<file path="config.mk">
export PLATFORM = sky130hd
export DESIGN_NAME = dadda_dot_accumulator_flat
export DESIGN_NICKNAME = d
export VERILOG_FILES = /design/src/rtl/dadda_dot_accumulator_if.sv /design/src/rtl/dadda_dot_accumulator.sv /design/src/flat_wrapper.sv
export SDC_FILE = /design/constraint.sdc
export NUM_CORES = 1
export LEC_CHECK = 0
export ABC_CLOCK_PERIOD_IN_PS = 3250
export CAP_MARGIN = 20
export CORE_UTILIZATION = 40
export DETAILED_ROUTE_END_ITERATION = 16
export GPL_TIMING_DRIVEN = 0
export PLACE_DENSITY = 0.68
export SETUP_SLACK_MARGIN = 0.15
export SLEW_MARGIN = 25
export SYNTH_ARGS = -nofsm -noshare
export SYNTH_HDL_FRONTEND = slang
export SYNTH_SLANG_ARGS = --single-unit
</file>
<file path="constraint.sdc">
create_clock -name clk -period 3.25 [get_ports clk]
set_input_delay 0.65 -clock clk [delete_from_list [all_inputs] [get_ports clk]]
set_output_delay 0.65 -clock clk [all_outputs]
set_load 0.02 [all_outputs]
</file>
<file path="src/rtl/dadda_dot_accumulator_if.sv">
// Product stream from the Dadda multiplier plus the valid/ready result handshake
// toward the downstream consumer.
interface dadda_dot_accumulator_if #(
  parameter int PROD_W = 16,
  parameter int ACC_W  = 24,
  parameter int CNT_W  = 8
);
  logic [PROD_W-1:0] prod;
  logic              prod_valid;
  logic              prod_last;
  logic [ACC_W-1:0]  res_data;
  logic [CNT_W-1:0]  res_count;
  logic              res_sat;
  logic              res_valid;
  logic              res_ready;
  logic              drop_err;

  modport master (
    output prod, prod_valid, prod_last, res_ready,
    input  res_data, res_count, res_sat, res_valid, drop_err
  );

  modport slave (
    input  prod, prod_valid, prod_last, res_ready,
    output res_data, res_count, res_sat, res_valid, drop_err
  );
endinterface

</file>
<file path="src/rtl/dadda_dot_accumulator.sv">
// Saturating dot-product accumulator over framed multiplier products, with a
// 2-entry result buffer whose head is held in the output registers.
module dadda_dot_accumulator #(
  parameter int PROD_W = 16,
  parameter int ACC_W  = 24,
  parameter int CNT_W  = 8
) (
  input  logic                    clk,
  input  logic                    rst,
  dadda_dot_accumulator_if.slave  bus
);

  localparam logic [ACC_W-1:0] ACC_MAX  = {ACC_W{1'b1}};
  localparam logic [ACC_W-1:0] ACC_ZERO = {ACC_W{1'b0}};
  localparam logic [CNT_W-1:0] CNT_MAX  = {CNT_W{1'b1}};
  localparam logic [CNT_W-1:0] CNT_ZERO = {CNT_W{1'b0}};
  localparam logic [CNT_W-1:0] CNT_ONE  = {{(CNT_W-1){1'b0}}, 1'b1};

  typedef struct packed {
    logic [ACC_W-1:0] data;
    logic [CNT_W-1:0] count;
    logic             sat;
  } result_t;

  localparam result_t RESULT_ZERO = '{data: ACC_ZERO, count: CNT_ZERO, sat: 1'b0};

  typedef enum logic [1:0] {
    FIFO_EMPTY = 2'd0,
    FIFO_ONE   = 2'd1,
    FIFO_FULL  = 2'd2
  } fifo_state_e;

  logic [ACC_W-1:0] acc_r;
  logic [CNT_W-1:0] cnt_r;
  logic             sat_r;

  logic [ACC_W:0]   sum_ext_s;
  result_t          beat_s;
  logic             push_s;
  logic             pop_s;
  logic             drop_s;

  fifo_state_e      state_r;
  fifo_state_e      state_next_s;
  result_t          head_r;
  result_t          head_next_s;
  result_t          tail_r;
  result_t          tail_next_s;
  logic             res_valid_r;
  logic             drop_err_r;

  // Running frame value including the current beat; the extra bit catches overflow.
  always_comb begin
    sum_ext_s    = {1'b0, acc_r} + {{(ACC_W + 1 - PROD_W){1'b0}}, bus.prod};
    beat_s       = RESULT_ZERO;
    if (sum_ext_s[ACC_W]) begin
      beat_s.data = ACC_MAX;
      beat_s.sat  = 1'b1;
    end else begin
      beat_s.data = sum_ext_s[ACC_W-1:0];
      beat_s.sat  = sat_r;
    end
    if (cnt_r == CNT_MAX) begin
      beat_s.count = CNT_MAX;
    end else begin
      beat_s.count = cnt_r + CNT_ONE;
    end
  end

  assign push_s = bus.prod_valid & bus.prod_last;
  assign pop_s  = res_valid_r & bus.res_ready;

  // Accumulator: advance on every beat, restart on the frame's last beat.
  always_ff @(posedge clk) begin
    if (!rst) begin
      acc_r <= ACC_ZERO;
      cnt_r <= CNT_ZERO;
      sat_r <= 1'b0;
    end else if (bus.prod_valid && bus.prod_last) begin
      acc_r <= ACC_ZERO;
      cnt_r <= CNT_ZERO;
      sat_r <= 1'b0;
    end else if (bus.prod_valid) begin
      acc_r <= beat_s.data;
      cnt_r <= beat_s.count;
      sat_r <= beat_s.sat;
    end else begin
      acc_r <= acc_r;
      cnt_r <= cnt_r;
      sat_r <= sat_r;
    end
  end

  // Buffer occupancy and entry movement; the head register only changes when
  // a new entry becomes head, so it holds its last value once emptied.
  always_comb begin
    state_next_s = state_r;
    head_next_s  = head_r;
    tail_next_s  = tail_r;
    drop_s       = 1'b0;
    case (state_r)
      FIFO_EMPTY: begin
        if (push_s) begin
          head_next_s  = beat_s;
          state_next_s = FIFO_ONE;
        end else begin
          state_next_s = FIFO_EMPTY;
        end
      end
      FIFO_ONE: begin
        if (push_s && pop_s) begin
          head_next_s  = beat_s;
          state_next_s = FIFO_ONE;
        end else if (push_s) begin
          tail_next_s  = beat_s;
          state_next_s = FIFO_FULL;
        end else if (pop_s) begin
          state_next_s = FIFO_EMPTY;
        end else begin
          state_next_s = FIFO_ONE;
        end
      end
      FIFO_FULL: begin
        if (push_s && pop_s) begin
          head_next_s  = tail_r;
          tail_next_s  = beat_s;
          state_next_s = FIFO_FULL;
        end else if (pop_s) begin
          head_next_s  = tail_r;
          state_next_s = FIFO_ONE;
        end else if (push_s) begin
          drop_s       = 1'b1;
          state_next_s = FIFO_FULL;
        end else begin
          state_next_s = FIFO_FULL;
        end
      end
      default: begin
        state_next_s = FIFO_EMPTY;
      end
    endcase
  end

  // Buffer state and output registers.
  always_ff @(posedge clk) begin
    if (!rst) begin
      state_r     <= FIFO_EMPTY;
      head_r      <= RESULT_ZERO;
      tail_r      <= RESULT_ZERO;
      res_valid_r <= 1'b0;
      drop_err_r  <= 1'b0;
    end else begin
      state_r     <= state_next_s;
      head_r      <= head_next_s;
      tail_r      <= tail_next_s;
      res_valid_r <= (state_next_s != FIFO_EMPTY);
      drop_err_r  <= drop_err_r | drop_s;
    end
  end

  assign bus.res_data  = head_r.data;
  assign bus.res_count = head_r.count;
  assign bus.res_sat   = head_r.sat;
  assign bus.res_valid = res_valid_r;
  assign bus.drop_err  = drop_err_r;

endmodule

</file>
<file path="src/flat_wrapper.sv">
// flat-port wrapper written by rule: the top's interface ports become plain ports
module dadda_dot_accumulator_flat 
#(
  parameter int PROD_W = 16,
  parameter int ACC_W  = 24,
  parameter int CNT_W  = 8
)
  (clk, rst, bus_prod, bus_prod_valid, bus_prod_last, bus_res_ready, bus_res_data, bus_res_count, bus_res_sat, bus_res_valid, bus_drop_err);
  dadda_dot_accumulator_if #(.PROD_W(PROD_W), .ACC_W(ACC_W), .CNT_W(CNT_W)) bus_i ();
  input  logic clk;
  input  logic rst;
  input wire logic [$bits(bus_i.prod)-1:0] bus_prod;
  input wire logic [$bits(bus_i.prod_valid)-1:0] bus_prod_valid;
  input wire logic [$bits(bus_i.prod_last)-1:0] bus_prod_last;
  input wire logic [$bits(bus_i.res_ready)-1:0] bus_res_ready;
  output wire logic [$bits(bus_i.res_data)-1:0] bus_res_data;
  output wire logic [$bits(bus_i.res_count)-1:0] bus_res_count;
  output wire logic [$bits(bus_i.res_sat)-1:0] bus_res_sat;
  output wire logic [$bits(bus_i.res_valid)-1:0] bus_res_valid;
  output wire logic [$bits(bus_i.drop_err)-1:0] bus_drop_err;
  assign bus_i.prod = bus_prod;
  assign bus_i.prod_valid = bus_prod_valid;
  assign bus_i.prod_last = bus_prod_last;
  assign bus_i.res_ready = bus_res_ready;
  assign bus_res_data = bus_i.res_data;
  assign bus_res_count = bus_i.res_count;
  assign bus_res_sat = bus_i.res_sat;
  assign bus_res_valid = bus_i.res_valid;
  assign bus_drop_err = bus_i.drop_err;
  dadda_dot_accumulator #(.PROD_W(PROD_W), .ACC_W(ACC_W), .CNT_W(CNT_W)) u_core (.clk(clk), .rst(rst), .bus(bus_i));
endmodule
</file>
# Word-level counts from Yosys, hierarchy flattened
# Index checks and enable logic that the tools add are counted.
word_totals:
  reg_bits: 103
  latch_bits: 0
  ramBits: 0
  rom_bits: 0
  in_bits: 21
  output_inout_bits: 35
  mem_count: 0
classes:
  add_sub_neg: 2
  multipliers: 0
  div: 0
  n_lt_le_gt_ge: 0
  n_eq_ne: 9
  n_shift: 0
  mux: 21
  bitwise_logic: 4
  n_reduce_logical: 9
op_table:
  columns: ["operator", "count"]
  rows:
  - ["2-to-1 mux 33 bit", 5]
  - ["case mux 33 bit (3 select lines)", 1]
  - ["case mux 33 bit (2 select lines)", 1]
  - ["adder 24 x 16 -> 25 bit", 1]
  - ["2-to-1 mux 24 bit", 1]
  - ["adder 8 x 1 -> 8 bit (second input constant)", 1]
  - ["equality test 8 bit (second input constant)", 1]
  - ["2-to-1 mux 2 bit", 4]
  - ["2-to-1 mux 8 bit", 1]
  - ["!= test 2 x 1 -> 1 bit (second input constant)", 4]
  - ["AND reduction 4 bit", 2]
  - ["2-to-1 mux 1 bit", 7]
  - ["case mux 2 bit (3 select lines)", 1]
  - ["nonzero test 2 bit", 2]
  - ["!= test 3 x 1 -> 1 bit (second input constant)", 1]
  - ["nonzero test 3 bit", 1]
  - ["AND 1 bit", 2]
  - ["equality test 2 x 1 -> 1 bit (second input constant)", 1]
  - ["equality test 2 bit (second input constant)", 1]
  - ["logical AND 1 bit", 2]
  - ["zero test 2 bit", 1]
  - ["!= test 2 bit (second input constant)", 1]
  - ["OR reduction 2 bit", 1]
  - ["inverter 1 bit", 1]
  - ["OR 1 bit", 1]

# Logic depth before layout (Yosys ltp)
# Gate-level depths: netlist of the first run.
logic_depth:
  word_depth: 6
  depth_mapped: 12

# Worst setup path before layout of the first run
# No wires, ideal clock.
synth_timing:
  kind: "input-to-reg"
  startpoint: "in bus_prod[0]"
  endpoint: "reg u_core.head_r (netlist bit u_core.bus.res_data[10])"
  t_arrival_ns: 2.850
  required_time_ns: 3.123
  setup_slack_ns: 0.273
  path_stages: 10
  n_path_buf: 1
  path_cell_list: "ha_1 -> fa_1 -> a211oi_2 -> o21ai_2 -> a2111oi_4 -> nor3_1 -> buf_4 -> a2111o_1 -> o21ai_2 -> o211ai_1"
synth_via:
  elab_chain_len: 4
synth_rtl:
  columns: ["element", "line_no", "rtl"]
  rows:
  - ["from (decl)", "flat_wrapper.sv:12", "input wire logic [$bits(bus_i.prod)-1:0] bus_prod;"]
  - ["adder 24 x 16 -> 25 bit (*)", "dadda_dot_accumulator.sv:54", "sum_ext_s = {1'b0, acc_r} + {{(ACC_W + 1 - PROD_W){1'b0}}, bus.prod};"]
  - ["2-to-1 mux 24 bit (*)", "dadda_dot_accumulator.sv:56", "if (sum_ext_s[ACC_W]) begin"]
  - ["2-to-1 mux 33 bit, on equally long branches", "dadda_dot_accumulator.sv:111, dadda_dot_accumulator.sv:103", null]
  - ["case mux 33 bit (3 select lines) (*)", "dadda_dot_accumulator.sv:101", "case (state_r)"]
  - ["to (signal assigned)", "dadda_dot_accumulator.sv:154", "head_r <= head_next_s;"]
  - ["to (decl)", "dadda_dot_accumulator.sv:45", "result_t head_r;"]
# Every way passes the cells marked *; elsewhere a longest branch is shown, timed or not. The select of a mux whose other input is x is not followed.
# A chain may end at the register's enable or synchronous reset.

# Final worst setup path of the first run
layout_timing:
  startpoint: "in bus_prod_last"
  endpoint: "reg u_core.head_r (netlist bit u_core.bus.res_data[1])"
layout_via:
  elab_chain_len: 4
layout_rtl:
  columns: ["element", "line_no", "rtl"]
  rows:
  - ["from (decl)", "flat_wrapper.sv:14", "input wire logic [$bits(bus_i.prod_last)-1:0] bus_prod_last;"]
  - ["AND 1 bit (*)", "dadda_dot_accumulator.sv:70", "assign push_s = bus.prod_valid & bus.prod_last;"]
  - ["logical AND 1 bit", "dadda_dot_accumulator.sv:111, dadda_dot_accumulator.sv:124", null]
  - ["!= test 3 x 1 -> 1 bit (no line), or another cell as far along", null, null]
  - ["AND reduction 4 bit (no line) or case mux 33 bit (3 select lines) (tied branches)", null, null]
# Every way passes the cells marked *; elsewhere a longest branch is shown, timed or not.

==> impl_results.rst, run 1 <==
.. list-table::
   :header-rows: 1

   * - Metric
     - Value
   * - Result of the run
     - finished, final reports clean
   * - Reg-to-reg critical path startpoint
     - u_core.acc_r[0]$_SDFFE_PP0P_
   * - Largest area contributor in the netlist
     - sky130_fd_sc_hd__dfxtp_1
   * - Met1 track demand over resource
     - 33.6%
   * - Crit-path slowest cell
     - sky130_fd_sc_hd__clkdlybuf4s50_1
   * - Chip height
     - 116 um
   * - Clock tree from TritonCTS
     - yes
   * - Power Internal
     - 2.42 mW
   * - Maximum number of pins on one net before global-route repair
     - 17
   * - Depth of the worst register-to-register path
     - 11
   * - Type of destination of the critical path
     - flip-flop
   * - Critical path startpoint category
     - input pin
   * - Mean instance size in the synthesized netlist
     - 8.18 um2
   * - Number of placed I/O pins
     - 56
   * - Worst hold endpoint
     - u_core.bus.res_data[17]$_SDFFE_PN0P_
   * - Start point of the worst hold path
     - u_core.bus.res_data[17]$_SDFFE_PN0P_
   * - Initial antenna violation count
     - 0
   * - Die extent in x
     - 116 um
   * - Top_reg_cell synth
     - sky130_fd_sc_hd__dfxtp_1
   * - Row count
     - 41
   * - Count of endpoints failing setup in the final report
     - 0
   * - Unique masters post-synth
     - 58
   * - Starting density of the core
     - 40.9%
   * - Worst Path Required
     - 3.49 ns
   * - Fillers
     - 1202
   * - Maximum vdd drop
     - 0.000334 V
   * - Final non-filler cell area
     - 6480 um2
   * - Final period utilization
     - 92.5%
   * - Post-synthesis register bit count
     - 103
   * - Switching power
     - 0.973 mW
   * - Number of synthesized flops with an enable pin
     - 0
   * - Seq pwr share
     - 40.8%
   * - Max-slew headroom
     - 52.7%
   * - Switching share of power
     - 28.7%
   * - Post-detailed-route count of antenna-violating nets
     - 0
   * - Clock Path Buffers
     - 2
   * - Unrepaired setup endpoints after global routing
     - true
   * - Cell types with the largest area share after synthesis
     - sky130_fd_sc_hd__dfxtp_1, sky130_fd_sc_hd__nor2_1, sky130_fd_sc_hd__a211oi_1
   * - Least-Margin Pin Slew
     - 0.710 ns
   * - First-pass GRT wire length
     - 24900 um
   * - Final antenna diode count
     - 0
   * - WL per Instance
     - 18.2 um
   * - Clock root buffer master
     - sky130_fd_sc_hd__clkbuf_16
   * - Minimum setup slack among reg-to-reg paths
     - 0.53 ns
   * - Proportion of netlist area held by the largest area contributor
     - 40.0%
   * - Number of max-cap violations
     - 0
   * - Met2 routing resource usage after global routing
     - 38.0%
   * - Die Footprint
     - 13400 um2
   * - Register clock-pin slew on the reported worst setup and hold paths
     - 0.07 ns
   * - Via count normalized by instance count
     - 5.84
   * - Max stage delay on crit path
     - 0.49 ns
   * - Largest fanout on the critical path
     - 10
   * - Number of H-tree levels
     - 3
   * - Time the worst path needs with I/O delays and setup
     - 3.01 ns
   * - Ratio of cells with drive above 1 in the final layout
     - 9.70%
   * - Cell Pwr Density
     - 523 nW/um2
   * - Overall track demand over capacity in global routing
     - 24.4%
   * - Ys async rst share
     - 0%
   * - Total number of yosys warnings
     - 0
   * - Post-detailed-placement half-perimeter wirelength
     - 11300 um
   * - Worst path cell trace
     - clkdlybuf4s50_1, nand2_1, inv_1, ha_1, inv_1, o21ai_1, o311a_1, clkbuf_2, nor2_1, clkbuf_2, a22o_1
   * - M3 GR Usage
     - 4.39%
   * - Post-Route Hold Slack
     - 0.458 ns
   * - Worst Setup Path Type
     - in2reg
   * - Instance area after placement
     - 5910 um2
   * - Net count after synthesis
     - 673
   * - Number of buffers inserted during clock tree synthesis
     - 9
   * - Clock power share
     - 37.8%
   * - Core outline area
     - 12600 um2
   * - Setup TNS
     - 0 ns
   * - Layer with the highest usage
     - met2
   * - Util after Layout
     - 51.4%
   * - Iteration count of the initial detailed-routing pass
     - 5
   * - Capture instance of the worst register-to-register path
     - u_core.acc_r[10]$_SDFFE_PP0P_
   * - Power share of the combinational group
     - 21.4%
   * - Total chip power
     - 3.39 mW
   * - Number of port buffers
     - 53
   * - Clock latency on the worst-skew pair
     - 0.36 ns
   * - Total gr overflow
     - 0
   * - Register area share after synthesis
     - 40.0%
   * - Leakage dissipation
     - 2.44 nW
   * - Arrival time of data at the critical path endpoint
     - 3.25 ns
   * - 1st-iter DRT viols
     - 562
   * - Class of the worst hold path
     - reg2reg
   * - Final nets
     - 748
   * - Synthesized instance count
     - 631
   * - Vias in the first global route
     - 4787
   * - Remaining DRCs
     - 0
   * - Max-slew violation count
     - 0
   * - Final weighted congestion of routability-driven global placement
     - 0.875
   * - Post-Route Skew
     - 0.0127 ns
   * - Final Routed Wirelength
     - 16100 um
   * - Hold-critical path depth
     - 1
   * - Fmax
     - 0.333 GHz
   * - Via count
     - 5161
   * - Layout overhead on the synthesized area
     - 25.7%
   * - Post-Synthesis Cell Area
     - 5160 um2
   * - Num Clock Sinks
     - 103
   * - Number of hold violations in the final report
     - 0
[synthesized netlist by cell type, types with 2 or more instances]
master and n:
sky130_fd_sc_hd__o211ai_1 10, sky130_fd_sc_hd__and4_1 3, sky130_fd_sc_hd__xor2_1 5, sky130_fd_sc_hd__nor3_1 14
sky130_fd_sc_hd__nand2b_1 3, sky130_fd_sc_hd__o21ai_1 5, sky130_fd_sc_hd__and3_1 3, sky130_fd_sc_hd__inv_1 12
sky130_fd_sc_hd__buf_1 2, sky130_fd_sc_hd__a211oi_1 41, sky130_fd_sc_hd__a31oi_1 8, sky130_fd_sc_hd__o22a_1 2
sky130_fd_sc_hd__a31o_2 2, sky130_fd_sc_hd__o21ai_2 2, sky130_fd_sc_hd__o21ai_0 42, sky130_fd_sc_hd__a2111o_1 2
sky130_fd_sc_hd__ha_1 20, sky130_fd_sc_hd__xnor2_1 8, sky130_fd_sc_hd__o2bb2ai_1 2, sky130_fd_sc_hd__buf_2 4
sky130_fd_sc_hd__and2_1 4, sky130_fd_sc_hd__nor3_2 2, sky130_fd_sc_hd__nand2_1 54, sky130_fd_sc_hd__nor2_1 92
sky130_fd_sc_hd__clkbuf_1 33, sky130_fd_sc_hd__nand3_1 16, sky130_fd_sc_hd__nor2b_1 2, sky130_fd_sc_hd__a21oi_1 59
sky130_fd_sc_hd__or3_1 7, sky130_fd_sc_hd__o21a_1 2, sky130_fd_sc_hd__a22o_1 6, sky130_fd_sc_hd__nand4_1 6
sky130_fd_sc_hd__dfxtp_1 103, sky130_fd_sc_hd__o22ai_1 2, sky130_fd_sc_hd__a21oi_2 2, sky130_fd_sc_hd__mux2i_1 13
sky130_fd_sc_hd__a21o_1 15, sky130_fd_sc_hd__a311oi_1 3
[power groups by stage]
stage / logic, mW / registers [mW] / clock network, mW
final: 0.725 / 1.38 / 1.28
after global routing: 0.782 / 1.39 / 1.34
after CTS: 0.675 / 1.38 / 1.29
after detailed placement: 0.652 / 1.41 / 0
after global placement: 0.639 / 1.41 / 0
after floorplan: 0.378 / 1.44 / 0
[state kept, by name (all words and copies together), names as in the netlist]
| name | count |
|---|---|
| u_core.bus.res_sat | 1 |
| u_core.state_r | 2 |
| u_core.tail_r | 33 |
| u_core.cnt_r | 8 |
| u_core.bus.res_count | 8 |
| u_core.bus.drop_err | 1 |
| u_core.acc_r | 24 |
| u_core.sat_r | 1 |
| u_core.bus.res_data | 24 |
| u_core.bus.res_valid | 1 |
[logic make-up after synthesis]
family	share of synthesized area (%)
DFF	40.0
xor gates and xnor gates	2.21
and+or+nand+nor	17.9
AOI/OAI and AO/OA	28.0
muxes	2.74
adders and majority gates	5.24
buffers and inverters	3.95
[critical path, delay by kind of cell]
family,cells,cell delay [ns]
AOI/OAI and AO/OA,3,0.75
adders and majority gates,1,0.22
buffers and inverters,5,1.34
and+or+nand+nor,2,0.29
[stage by stage]
step,setup WS [ns],cells
2_1_floorplan,0.273,631
3_3_place_gp,-0.484,856
3_5_place_dp,-0.491,856
4_1_cts,0.149,875
5_1_grt,0.116,883
6_report,0.243,883
[layout make-up]
| type | instances | area (um2) | area share [%] |
|---|---|---|---|
| plain buffers | 40 | 179 | 2.76 |
| clock buffers | 11 | 253 | 3.90 |
| clock inverters | 5 | 104 | 1.60 |
| inverters | 12 | 45.0 | 0.695 |
| multi-input cells | 476 | 3010 | 46.4 |
| flip-flops and latches | 103 | 2060 | 31.8 |
| well taps | 172 | 215 | 3.32 |
| repair buffers | 64 | 616 | 9.50 |
[repair_timing]
action,in CTS,in global routing
pin swaps,6,13
setup endpoints to repair,48,37
resized for setup,12,27
hold buffers,0,0
cloned,0,1
setup buffers,3,7
endpoints found under the hold margin,0,0
[worst max path at each step]
| stage | from | to | slack [ns] | cells past startpoint |
|---|---|---|---|---|
| after global placement | bus_prod[0] | u_core.bus.res_data[10]$_SDFFE_PN0P_ | -0.48 | 11 |
| after CTS | bus_prod[0] | u_core.bus.res_data[10]$_SDFFE_PN0P_ | 0.15 | 11 |
| after detailed placement | bus_prod[0] | u_core.acc_r[10]$_SDFFE_PP0P_ | -0.49 | 11 |
| final | bus_prod_last | u_core.bus.res_data[1]$_SDFFE_PN0P_ | 0.24 | 11 |
| after global routing | bus_prod_last | u_core.bus.res_data[12]$_SDFFE_PN0P_ | 0.12 | 11 |
| after floorplan | bus_prod[0] | u_core.bus.res_data[10]$_SDFFE_PN0P_ | 0.27 | 10 |
[layer usage]
| layer | vias up | part of all wire (%) |
|---|---|---|
| met3 | 40 | 7.8 |
| met1 | 2441 | 45 |
| met2 | 233 | 45 |
| met4 | 0 | 2.7 |
| met5 | - | 0 |
| li1 | 2447 | - |
[placed cells by master (no fill, tap or decap), drive strengths merged, types with 3 or more instances in the layout]
| cell | netlist | routed |
|---|---|---|
| nand2b | 3 | 3 |
| o211ai | 10 | 10 |
| dfxtp | 103 | 103 |
| and3 | 3 | 3 |
| mux2i | 13 | 13 |
| a311oi | 3 | 3 |
| a22o | 6 | 6 |
| nand3 | 17 | 17 |
| clkdlybuf4s50 | 0 | 51 |
| bufinv | 0 | 3 |
| a21o | 15 | 15 |
| xnor2 | 8 | 8 |
| a211oi | 42 | 42 |
| xor2 | 5 | 5 |
| inv | 12 | 12 |
| nand2 | 54 | 54 |
| and4 | 3 | 3 |
| o21ai | 49 | 49 |
| ha | 20 | 20 |
| nor3 | 16 | 16 |
| and2 | 4 | 4 |
| nor2 | 92 | 92 |
| a21oi | 61 | 61 |
| or3 | 7 | 7 |
| a31oi | 8 | 8 |
| clkbuf | 33 | 46 |
| buf | 7 | 16 |
| nand4 | 6 | 6 |
(Power assumes the default switching activity.)
==> inputs of run 2 (changes only) <==
--- a/config.mk
+++ b/config.mk
@@ -7,7 +7,9 @@
 export LEC_CHECK = 0
 export ABC_CLOCK_PERIOD_IN_PS = 3250
 export CAP_MARGIN = 20
+export CORE_MARGIN = 2
 export CORE_UTILIZATION = 40
+export CTS_CLUSTER_DIAMETER = 200
 export DETAILED_ROUTE_END_ITERATION = 16
 export GPL_TIMING_DRIVEN = 0
 export PLACE_DENSITY = 0.68
==> run 2 against run 1 <==
- die area rose by 3.5%
- final cell count down 0.45%
- via count decreased by 0.87%
- critical path depth decreased by 1
- worst setup slack improved by 0.0049 ns
- worst hold slack got worse by 0.0012 ns
- non-clock buffer count decreased by 4
- critical endpoint is now u_core.bus.res_data[10]$_SDFFE_PN0P_
==> impl_results.rst, run 2 (synthesis gave the netlist of run 1 again) <==
.. list-table::
   :header-rows: 1

   * - Metric
     - Value
   * - Ratio of cells with drive above 1 in the final layout
     - 8.49%
   * - Count of endpoints failing setup in the final report
     - 0
   * - Start point of the worst hold path
     - u_core.bus.res_data[15]$_SDFFE_PN0P_
   * - Total chip power
     - 3.22 mW
   * - Clock root buffer master
     - sky130_fd_sc_hd__clkbuf_16
   * - 1st-iter DRT viols
     - 459
   * - Worst Setup Path Type
     - in2reg
   * - Cell Pwr Density
     - 505 nW/um2
   * - First-pass GRT wire length
     - 25100 um
   * - Iteration count of the initial detailed-routing pass
     - 6
   * - Final std cells w/o fill
     - 879
   * - Max-slew headroom
     - 53.4%
   * - Time the worst path needs with I/O delays and setup
     - 3.00 ns
   * - Initial antenna violation count
     - 0
   * - Worst path cell trace
     - clkdlybuf4s50_1, ha_1, a211oi_2, o21ai_2, a2111oi_4, nor3_2, buf_4, a2111o_1, o21ai_4, o211ai_1
   * - Most frequent cells in the layout
     - sky130_fd_sc_hd__dfxtp_1, sky130_fd_sc_hd__nor2_1, sky130_fd_sc_hd__a21oi_1
   * - Arrival time of data at the critical path endpoint
     - 3.23 ns
   * - Instance area after placement
     - 5900 um2
   * - Unrepaired setup endpoints after global routing
     - false
   * - Number of hold violations in the final report
     - 0
   * - Post-detailed-route count of antenna-violating nets
     - 0
   * - Die Footprint
     - 13800 um2
   * - Remaining DRCs
     - 0
   * - Worst Path Required
     - 3.48 ns
   * - Register with the highest flop count
     - u_core.tail_r
   * - Num Clock Sinks
     - 103
   * - Minimum setup slack among reg-to-reg paths
     - 0.40 ns
   * - Area taken by flip-flops and latches
     - 2060 um2
   * - Result of the run
     - finished, final reports clean
   * - Post-detailed-placement half-perimeter wirelength
     - 11400 um
   * - Reg-to-reg critical path startpoint
     - u_core.acc_r[0]$_SDFFE_PP0P_
   * - WL per Instance
     - 18.1 um
   * - Row count
     - 41
   * - Fillers
     - 1243
   * - Clock tree from TritonCTS
     - yes
   * - Final nets
     - 744
   * - Capture instance of the worst register-to-register path
     - u_core.bus.res_data[10]$_SDFFE_PN0P_
   * - Clock Path Buffers
     - 2
   * - Chip height
     - 118 um
   * - Via count normalized by instance count
     - 5.82
   * - Maximum number of pins on one net before global-route repair
     - 18
   * - Number of flip-flops under the largest register name
     - 33
   * - Final Routed Wirelength
     - 15900 um
   * - Overall track demand over capacity in global routing
     - 22.7%
   * - Crit-path slowest cell
     - sky130_fd_sc_hd__a2111oi_4
   * - Max stage delay on crit path
     - 0.44 ns
   * - Placed Instances
     - 856
   * - Number of port buffers
     - 53
   * - Leakage dissipation
     - 2.36 nW
   * - Clock latency on the worst-skew pair
     - 0.36 ns
   * - Area of the multi-input gates
     - 2990 um2
   * - Starting density of the core
     - 40.9%
   * - Number of placed I/O pins
     - 56
   * - Core outline area
     - 12600 um2
   * - Die extent in x
     - 118 um
   * - Least-Margin Pin Slew
     - 0.699 ns
   * - Final period utilization
     - 92.4%
   * - Critical path startpoint category
     - input pin
   * - Register clock-pin slew on the reported worst setup and hold paths
     - 0.07 ns
   * - Fmax
     - 0.333 GHz
   * - Post-placement worst setup slack
     - -0.554 ns
   * - Worst setup margin
     - 0.247 ns
   * - Setup TNS
     - 0 ns
   * - Number of buffers inserted during clock tree synthesis
     - 9
   * - Worst hold endpoint
     - u_core.bus.res_data[15]$_SDFFE_PN0P_
   * - Largest fanout on the critical path
     - 5
   * - Post-Route Skew
     - 0.0118 ns
   * - Hold-critical path depth
     - 2
   * - Maximum vdd drop
     - 0.000312 V
   * - Max-slew violation count
     - 0
   * - Layout overhead on the synthesized area
     - 23.6%
   * - Final weighted congestion of routability-driven global placement
     - 0.932
   * - Total gr overflow
     - 0
   * - Count of hold buffers inserted by post-cts repair
     - 0
   * - Most common cell after layout, fill and taps aside
     - sky130_fd_sc_hd__dfxtp_1
   * - Type of destination of the critical path
     - flip-flop
   * - Number of H-tree levels
     - 3
   * - Final antenna diode count
     - 0
   * - Depth of the worst register-to-register path
     - 10
   * - Class of the worst hold path
     - reg2reg
   * - Vias in the first global route
     - 4860
   * - Final non-filler cell area
     - 6370 um2
   * - Via count
     - 5116
   * - Number of max-cap violations
     - 0
-- run 2: worst max-delay path by stage --
stage | end | startpoint | cells after the start | slack (ns)
finish | u_core.bus.res_data[10]$_SDFFE_PN0P_ | bus_prod[2] | 10 | 0.25
global route | u_core.bus.res_data[11]$_SDFFE_PN0P_ | bus_prod[3] | 9 | 0.14
CTS | u_core.bus.res_data[5]$_SDFFE_PN0P_ | bus_prod[15] | 11 | 0.16
detailed placement | u_core.acc_r[10]$_SDFFE_PP0P_ | bus_prod[0] | 11 | -0.55
global placement | u_core.bus.res_data[10]$_SDFFE_PN0P_ | bus_prod[0] | 11 | -0.49
floorplan | u_core.bus.res_data[10]$_SDFFE_PN0P_ | bus_prod[0] | 10 | 0.27
-- run 2: worst max-delay path: cells and delay by family --
family,cells,cell delay [ns]
AO/OA/AOI/OAI,6,1.49
adder cells (fa/ha/maj),1,0.37
buffers and inverters,2,0.59
AND/OR/NAND/NOR,1,0.13
-- run 2: through the flow --
| step | hold slack (ns) | utilization [%] |
|---|---|---|
| global route | 0.485 | 50.5 |
| detailed placement | 0.448 | 46.8 |
| floorplan | 0.437 | - |
| CTS | 0.461 | 49.7 |
| finish | 0.457 | 50.5 |
| global placement | 0.444 | 46.8 |
-- run 2: metal layers --
| metal | track usage, % | part of all wire, % |
|---|---|---|
| met5 | 0 | 0 |
| met4 | 9.11 | 2.7 |
| met3 | 5.28 | 7.4 |
| met2 | 34.6 | 44 |
| met1 | 31.1 | 46 |
-- run 2: timing repair --
item	4_1_cts	5_1_grt
cloned	1	0
endpoints found under the setup margin	67	29
hold endpoints to repair	0	0
pin swaps	5	7
resized for setup	10	20
setup buffers	4	2
-- run 2: cell type report --
type / instances / share of cell area (%)
Buffer: 40 / 2.67
Multi-Input combinational cell: 476 / 46.9
Sequential cell: 103 / 32.4
Clock inverter: 5 / 1.04
Clock buffer: 11 / 3.81
Timing Repair Buffer: 60 / 9.19
Inverter: 12 / 0.707
Tap cell: 172 / 3.38
-- run 2: report_power, final --
group,internal (mW),switching [mW],total [mW]
Combinational,0.279,0.428,0.707
Clock,0.627,0.500,1.13
Sequential,1.33,0.0505,1.39
Total,2.24,0.978,3.22
==> inputs of run 3 (changes only) <==
--- a/config.mk
+++ b/config.mk
@@ -11,7 +11,6 @@
 export CORE_UTILIZATION = 40
 export CTS_CLUSTER_DIAMETER = 200
 export DETAILED_ROUTE_END_ITERATION = 16
-export GPL_TIMING_DRIVEN = 0
 export PLACE_DENSITY = 0.68
 export SETUP_SLACK_MARGIN = 0.15
 export SLEW_MARGIN = 25
==> run 3 against run 2 <==
- sequential power is essentially flat
- wire length shrank 8.4%
- via count shrank 2.2%
==> impl_results.rst, run 3 (synthesis gave the netlist of run 1 again) <==
.. list-table::
   :header-rows: 1

   * - Metric
     - Value
   * - Final nets
     - 757
   * - Layout overhead on the synthesized area
     - 27.6%
   * - Post-detailed-route count of antenna-violating nets
     - 0
   * - Number of stages on the worst setup path
     - 9
   * - Hold-critical path depth
     - 2
   * - Fmax
     - 0.342 GHz
   * - Crit path buffers/inverters
     - 1
   * - Critical Path Source
     - bus_prod[1]
   * - WL per Instance
     - 16.4 um
   * - Start point of the worst hold path
     - u_core.bus.res_data[15]$_SDFFE_PN0P_
   * - Count of hold buffers inserted by post-cts repair
     - 0
   * - Overall track demand over capacity in global routing
     - 21.5%
   * - 1st-iter DRT viols
     - 289
   * - Leakage dissipation
     - 2.56 nW
   * - Via count
     - 5001
   * - Final period utilization
     - 90.1%
   * - Row count
     - 41
   * - Total chip power
     - 3.26 mW
   * - Via count normalized by instance count
     - 5.61
   * - Final weighted congestion of routability-driven global placement
     - 0.933
   * - Depth of the worst register-to-register path
     - 9
   * - Number of port buffers
     - 55
   * - Cell family with most CP delay
     - compound AO/OA/AOI/OAI gates
   * - Result of the run
     - finished, final reports clean
   * - Clock root buffer master
     - sky130_fd_sc_hd__clkbuf_16
   * - Largest fanout on the critical path
     - 4
   * - Iteration count of the initial detailed-routing pass
     - 5
   * - Vias in the first global route
     - 4938
   * - Post-detailed-placement half-perimeter wirelength
     - 10200 um
   * - Clock Path Buffers
     - 2
   * - Critical path startpoint category
     - input pin
   * - Number of hold violations in the final report
     - 0
   * - Number of buffers inserted during clock tree synthesis
     - 9
   * - Number of placed I/O pins
     - 56
   * - Number of max-cap violations
     - 0
   * - Final antenna diode count
     - 0
   * - Register clock-pin slew on the reported worst setup and hold paths
     - 0.07 ns
   * - Most frequent cells in the layout
     - sky130_fd_sc_hd__dfxtp_1, sky130_fd_sc_hd__nor2_1, sky130_fd_sc_hd__a21oi_1
   * - Final Routed Wirelength
     - 14600 um
   * - Register with the highest flop count
     - u_core.tail_r
   * - Max-slew headroom
     - 49.6%
   * - Core outline area
     - 12600 um2
   * - Max-slew violation count
     - 0
   * - Num Clock Sinks
     - 103
   * - Crit-path slowest cell
     - sky130_fd_sc_hd__a2111oi_4
   * - Ratio of cells with drive above 1 in the final layout
     - 13.8%
   * - First-pass GRT wire length
     - 24100 um
   * - Count of endpoints failing setup in the final report
     - 0
   * - Clock latency on the worst-skew pair
     - 0.36 ns
   * - Cell Pwr Density
     - 495 nW/um2
   * - Time the worst path needs with I/O delays and setup
     - 2.93 ns
   * - Die Footprint
     - 13800 um2
   * - Maximum vdd drop
     - 0.000260 V
   * - Worst path cell trace
     - clkdlybuf4s50_1, fa_2, a211oi_4, o21ai_2, a2111oi_4, or2_1, mux2_2, mux2i_1, nor2_1
   * - Arrival time of data at the critical path endpoint
     - 3.17 ns
   * - Total gr overflow
     - 0
   * - Type of destination of the critical path
     - flip-flop
   * - Most common cell after layout, fill and taps aside
     - sky130_fd_sc_hd__dfxtp_1
   * - Worst Path Required
     - 3.49 ns
   * - Reg-to-reg critical path startpoint
     - u_core.acc_r[0]$_SDFFE_PP0P_
   * - Number of H-tree levels
     - 3
   * - Number of flip-flops under the largest register name
     - 33
   * - Remaining DRCs
     - 0
   * - Maximum number of pins on one net before global-route repair
     - 61
   * - Die extent in x
     - 118 um
   * - Post-Route Hold Slack
     - 0.451 ns
   * - Initial antenna violation count
     - 0
   * - Post-Route Skew
     - 0.00907 ns
   * - Unrepaired setup endpoints after global routing
     - false
   * - Clock tree from TritonCTS
     - yes
   * - Class of the worst hold path
     - reg2reg
   * - Max stage delay on crit path
     - 0.52 ns
   * - Least-Margin Pin Slew
     - 0.755 ns
   * - Worst Setup Path Type
     - in2reg
   * - Chip height
     - 118 um
   * - Starting density of the core
     - 40.9%
## run 3: cell types whose count changed in the layout (fill, tap and decap cells not counted), sizes merged
cell and delta:
inv +1, clkdlybuf4s15 -2, clkbuf -32, clkdlybuf4s50 +2
dlygate4sd2 -1, dlymetal6s2s +1, clkinv -1, buf +45
## run 3: final timing paths
check / to / slack (ns)
setup / recovery: u_core.tail_r[25]$_SDFFE_PN0P_ / 0.32
hold / removal: u_core.bus.res_data[15]$_SDFFE_PN0P_ / 0.45
setup reg to reg: u_core.tail_r[25]$_SDFFE_PN0P_ / 0.51
hold reg to reg: u_core.bus.res_data[15]$_SDFFE_PN0P_ / 0.45
## run 3: worst min-delay path, stage by stage, from the launching register on
cell and delay (ns):
sky130_fd_sc_hd__dfxtp_1 0.31, sky130_fd_sc_hd__nand2_1 0.05, sky130_fd_sc_hd__o21ai_1 0.05
## run 3: repair_timing
action / CTS / global route
setup endpoints to repair: 20 / 64
endpoints found under the hold margin: 0 / 0
pin swaps: 1 / 8
buffers inserted: 0 / 1
gates resized for setup: 3 / 7
## run 3: per-stage QoR
stage | instances | instance area, um2 | TNS, ns | utilization, % | setup slack (ns)
final | 892 | 6580 | 0 | 52.1 | 0.322
after global placement | 875 | 6220 | -7.63 | 49.3 | -0.193
after CTS | 891 | 6540 | 0 | 51.8 | 0.148
after detailed placement | 875 | 6230 | -12.87 | 49.3 | -0.324
after floorplan | 631 | 5160 | 0 | - | 0.273
after global routing | 892 | 6580 | 0 | 52.1 | 0.178
## run 3: layout make-up
type | count | area (um2)
clock inverter | 5 | 63.8
tap | 172 | 215
multi-input combinational | 476 | 2950
fill | 1180 | 6040
timing repair buffer | 113 | 1000
inverter | 12 | 45.0
clock buffer | 11 | 243
sequential | 103 | 2060
## run 3: report_power, final
part | internal, mW | total [mW] | switching [mW] | leakage, nW
registers | 1.33 | 1.39 | 0.0507 | 0.839
logic | 0.329 | 0.738 | 0.409 | 1.57
clock network | 0.626 | 1.13 | 0.508 | 0.147
total | 2.29 | 3.26 | 0.968 | 2.56
## run 3: metal layers
metal	GRT usage (%)	share of wire, %
met1	28.7	47
met2	34.8	46
met3	3.78	5.1
met4	7.76	2.2
met5	0	0
==> RTL edit 1 (settings of run 1) <==
`CNT_W` is set to 8 in 3 places; all go to 7.
--- a/src/rtl/dadda_dot_accumulator_if.sv
+++ b/src/rtl/dadda_dot_accumulator_if.sv
@@ -4,5 +4,5 @@
   parameter int PROD_W = 16,
   parameter int ACC_W  = 24,
-  parameter int CNT_W  = 8
+  parameter int CNT_W  = 7
 );
   logic [PROD_W-1:0] prod;
--- a/src/rtl/dadda_dot_accumulator.sv
+++ b/src/rtl/dadda_dot_accumulator.sv
@@ -4,5 +4,5 @@
   parameter int PROD_W = 16,
   parameter int ACC_W  = 24,
-  parameter int CNT_W  = 8
+  parameter int CNT_W  = 7
 ) (
   input  logic                    clk,
--- a/src/flat_wrapper.sv
+++ b/src/flat_wrapper.sv
@@ -4,5 +4,5 @@
   parameter int PROD_W = 16,
   parameter int ACC_W  = 24,
-  parameter int CNT_W  = 8
+  parameter int CNT_W  = 7
 )
   (clk, rst, bus_prod, bus_prod_valid, bus_prod_last, bus_res_ready, bus_res_data, bus_res_count, bus_res_sat, bus_res_valid, bus_drop_err);
Ports: changed (resized bus_res_count); port bits go from 56 to 55. The function was not compared with the original's and may differ.
==> RTL edit 1 against run 1 <==
Power decreased by 8.4%; critical path depth shrank 1; wire length fell by 6.6%; die area decreased by 3.1%; utilization decreased by 0.28 points; setup slack lost 0.021 ns; area after synthesis decreased by 3.1%; design area decreased by 4.6%; sequential cell count shrank 3; first-iteration DRC count down 28%; worst hold slack improved by 0.034 ns; sequential share of layout area grew 0.55 points; non-clock buffer count fell by 1; critical path type unchanged; highest routed layer unchanged.
==> RTL edit 1: results <==
metrics = {
    "drt": {
        "wl_mm": 15.05,
        "dr_total_vias": 4815,
        "wl_met2_mm": 6.920,
        "drtIter0Drc": 405,
    },
    "global_route": {
        "grt_max_degree": 19,
        "grt_pass1_vias": 4617,
        "grt_util_met1_pct": 31.75,
        "grtUsageMet3_pct": 4.676,
        "met2_usage_pct": 38.54,
    },
    "cells_and_area": {
        "nNetsFinal": 708,
        "largest_reg_flops": 32,
        "final_layout_size_suffix_gt1_share_pct": 10.73,
    },
    "placed_design": {
        "gp_congestion": 0.8794,
        "hpwl_mm": 10.63,
    },
    "synthesis": {
        "synth_adder_area_share_pct": 5.407,
        "synth_commonest_cells": "dfxtp_1, a21oi_1, o21ai_0",
        "synth_cell_types": 65,
        "synth_compound_area_share_pct": 27.68,
    },
    "pwr": {
        "ir_drop_uv": 390.7,
        "seq_power_share_pct": 43.6,
        "clock_net_power_mw": 1.04,
    },
    "setup_path": {
        "worstPathMaxFanout": 5,
        "rr_worst_depth": 12,
        "arrival_ns": 3.24,
        "critPathMaxStageDelay_ns": 0.51,
    },
    "run_status": {
        "outcome": "complete, no violations",
    },
    "sta": {
        "finClkSkew_ns": 0.009232,
    },
}
[RTL edit 1: cell types whose count changed in the layout (fill, tap and decap cells not counted), moves of 14 or more]
cell | before | now
a211oi_1 | 41 | 13
a21oi_1 | 56 | 72
nor2_1 | 88 | 43
nor2b_1 | 2 | 16
o21ai_0 | 40 | 60
[RTL edit 1: final cells by class]
cell class                 instances  area (um2)  share of cell area [%]
buffer                            44       210.2                   3.397
clock buffer                       9       225.2                   3.640
clock inverter                     7       58.81                  0.9505
inverter                          10       37.54                  0.6067
multi-input combinational        442        2872                   46.41
sequential                       100        2002                   32.36
tap                              168       210.2                   3.397
timing repair buffer              59       571.8                   9.242
[RTL edit 1: final timing paths]
| path | from | endpoint | slack, ns |
|---|---|---|---|
| setup / recovery | bus_prod[4] | u_core.acc_r[13] | 0.22 |
| hold / removal | u_core.tail_r[24] | u_core.tail_r[24] | 0.49 |
| setup reg to reg | u_core.acc_r[0] | u_core.bus.res_data[8] | 0.55 |
| hold reg to reg | u_core.tail_r[24] | u_core.tail_r[24] | 0.49 |
[RTL edit 1: through the flow]
stage	setup slack (ns)	utilization [%]	instance area [um2]
floorplan	0.4979	-	4999
global placement	-0.4335	47.39	5739
detailed placement	-0.5112	47.39	5739
CTS	0.1442	50.38	6102
global route	0.1226	51.08	6187
finish	0.2217	51.08	6187
[RTL edit 1: critical path: cells and delay by family]
| kind | cells | cell delay (ns) |
|---|---|---|
| AO/OA/AOI/OAI | 7 | 1.45 |
| buffers and inverters | 1 | 0.51 |
| XOR/XNOR | 1 | 0.40 |
| adder cells (fa/ha/maj) | 1 | 0.24 |
[RTL edit 1: repair_timing]
action                     in CTS  in global routing
buffers inserted                2                  3
pin swaps                       9                  5
gates cloned                    1                  0
setup endpoints to repair      29                 77
resized for setup              16                 18
==> RTL edit 2 (config.mk and constraints of run 1) <==
Made on the original files. Reset style: asynchronous (`rst`), changed in 2 clocked blocks.
--- a/src/rtl/dadda_dot_accumulator.sv
+++ b/src/rtl/dadda_dot_accumulator.sv
@@ -72,5 +72,5 @@
 
   // Accumulator: advance on every beat, restart on the frame's last beat.
-  always_ff @(posedge clk) begin
+  always_ff @(posedge clk or negedge rst) begin
     if (!rst) begin
       acc_r <= ACC_ZERO;
@@ -143,5 +143,5 @@
 
   // Buffer state and output registers.
-  always_ff @(posedge clk) begin
+  always_ff @(posedge clk or negedge rst) begin
     if (!rst) begin
       state_r     <= FIFO_EMPTY;
Function: differs if rst is asserted again (counterexample within 4 cycles, from zero or initial values and one cycle with rst low); with rst held inactive, the same outputs for 4 cycles.
==> RTL edit 2 against run 1 <==
Register-to-register slack lost 0.08 ns; design area increased by 3.4%; via count fell by 7.0%; wire length fell by 7.3%; highest routed layer unchanged; area after synthesis is 6.7% higher; setup slack got worse by 0.0073 ns; worst hold slack lost 0.25 ns; global-route usage is 2.6 points lower; clock skew down 0.0081 ns; cell count shrank 4.6%; synthesized cell count fell by 5.9%; sequential cell count unchanged; critical endpoint is now u_core.bus.res_data[19].
Power is not compared: it rests on default switching activity, and its combinational part moved more than twofold at a synthesized area within 25%.
==> RTL edit 2: results <==
metrics = {
    "synthesis": {
        "syn_nets": 636,
        "synth_adder_area_share_pct": 4.908,
        "yosys_warnings": 0,
        "synth_compound_area_share_pct": 26.20,
        "synthTopCellsByArea": "dfrtp_1, nor2_1, a21oi_1",
        "seq_area_frac_synth_pct": 46.81,
        "synth_cell_types": 65,
        "synth_xor_area_share_pct": 2.704,
        "synth_commonest_cells": "dfrtp_1, nor2_1, a21oi_1",
        "synthMuxAreaShare_pct": 0.9316,
        "synthArstFlopShare_pct": 100.0,
    },
    "setup_path": {
        "worst_path_max_delay_cell": "clkdlybuf4s50_1",
        "critPathMaxStageDelay_ns": 0.42,
        "critPathLaunch": "bus_prod[2]",
        "r2r_start": "u_core.acc_r[0]",
        "worstPathMaxFanout": 5,
        "arrival_ns": 3.21,
    },
    "cells_and_area": {
        "nFillCells": 1262,
        "final_layout_size_suffix_gt1_share_pct": 7.958,
        "nNetsFinal": 704,
    },
    "drt": {
        "drtIter0Drc": 437,
        "wl_mm": 14.92,
        "drt_pass1_iterations": 5,
        "dr_total_vias": 4800,
    },
    "run_status": {
        "outcome": "complete, no violations",
    },
    "pwr": {
        "ir_drop_uv": 267.8,
    },
    "placed_design": {
        "gp_congestion": 0.8655,
        "hpwl_mm": 10.76,
    },
    "clock_tree": {
        "clk_pin_slew_ns": 0.07,
        "cts-root-buf": "clkbuf_16",
        "cts_buffers": 9,
    },
    "global_route": {
        "grt_pass1_vias": 4611,
        "grt_use_total_pct": 21.72,
        "grt_pass1_wl_mm": 24.03,
        "grt_max_degree": 61,
    },
    "sta": {
        "worst_pin_slew_ns": 0.6233,
        "finClkSkew_ns": 0.004591,
    },
    "hold_path": {
        "hold_class": "in -> async",
    },
}
RTL edit 2: final cells by class:
type                            count  area (um2)  area share, %
Multi-Input combinational cell    446        2863          42.70
Clock inverter                      3       20.02         0.2986
Buffer                             35       152.6          2.277
Sequential cell                   103        2577          38.45
Timing Repair Buffer               57       586.8          8.753
Inverter                           10       37.54         0.5599
Clock buffer                       12       246.5          3.677
Tap cell                          176       220.2          3.285
RTL edit 2: cells by family after synthesis:
group                    Yosys count
flip-flops                       103
multiplexers                       5
XOR/XNOR                          17
adder cells (fa/ha/maj)           21
AO/OA/AOI/OAI                    214
buffers and inverters             45
AND/OR/NAND/NOR                  189
RTL edit 2: per-stage QoR:
step	hold slack [ns]	instance area, um2	setup TNS (ns)	cells	setup WS [ns]
detailed placement	0.4577	6286	-16.10	824	-0.6163
floorplan	0.3544	5507	0	594	0.3799
global route	0.2459	6704	0	842	0.1274
finish	0.2058	6704	0	842	0.2352
CTS	0.2300	6599	0	840	0.1746
global placement	0.4530	6257	-257.20	823	-2.357
RTL edit 2: layer usage:
metal	routed length [um]	part of all wire, %	track usage [%]
met2	7023	47	34.45
met3	853	5.7	3.065
met4	240	1.6	7.813
met1	6801	46	30.24
met5	0	0	0
RTL edit 2: worst paths after layout:
check                                     endpoint  slack (ns)  cells after the start
max                        u_core.bus.res_data[19]        0.24                      9
min                                u_core.acc_r[9]        0.21                      1
max reg2reg                u_core.bus.res_data[22]        0.45                     10
min reg2reg                    u_core.bus.drop_err        0.48                      1
max in group asynchronous         u_core.acc_r[18]        2.41                      2
min in group clk               u_core.bus.drop_err        0.48                      1
RTL edit 2: where the power goes:
group | switching [mW] | internal [mW]
logic | 1.72 | 1.14
clock network | 0.478 | 0.536
registers | 0.292 | 1.75
total | 2.49 | 3.42
RTL edit 2: timing repair:
action,4_1_cts,5_1_grt
buffers inserted,1,2
pin swaps,2,7
resized for setup,8,14
setup endpoints to repair,34,33
RTL edit 2: worst max-delay path, delay by kind of cell:
kind | cells | cell delay, ns
compound gates | 6 | 1.58
buf+inv | 1 | 0.42
fa+ha+maj | 1 | 0.42
simple gates | 1 | 0.13
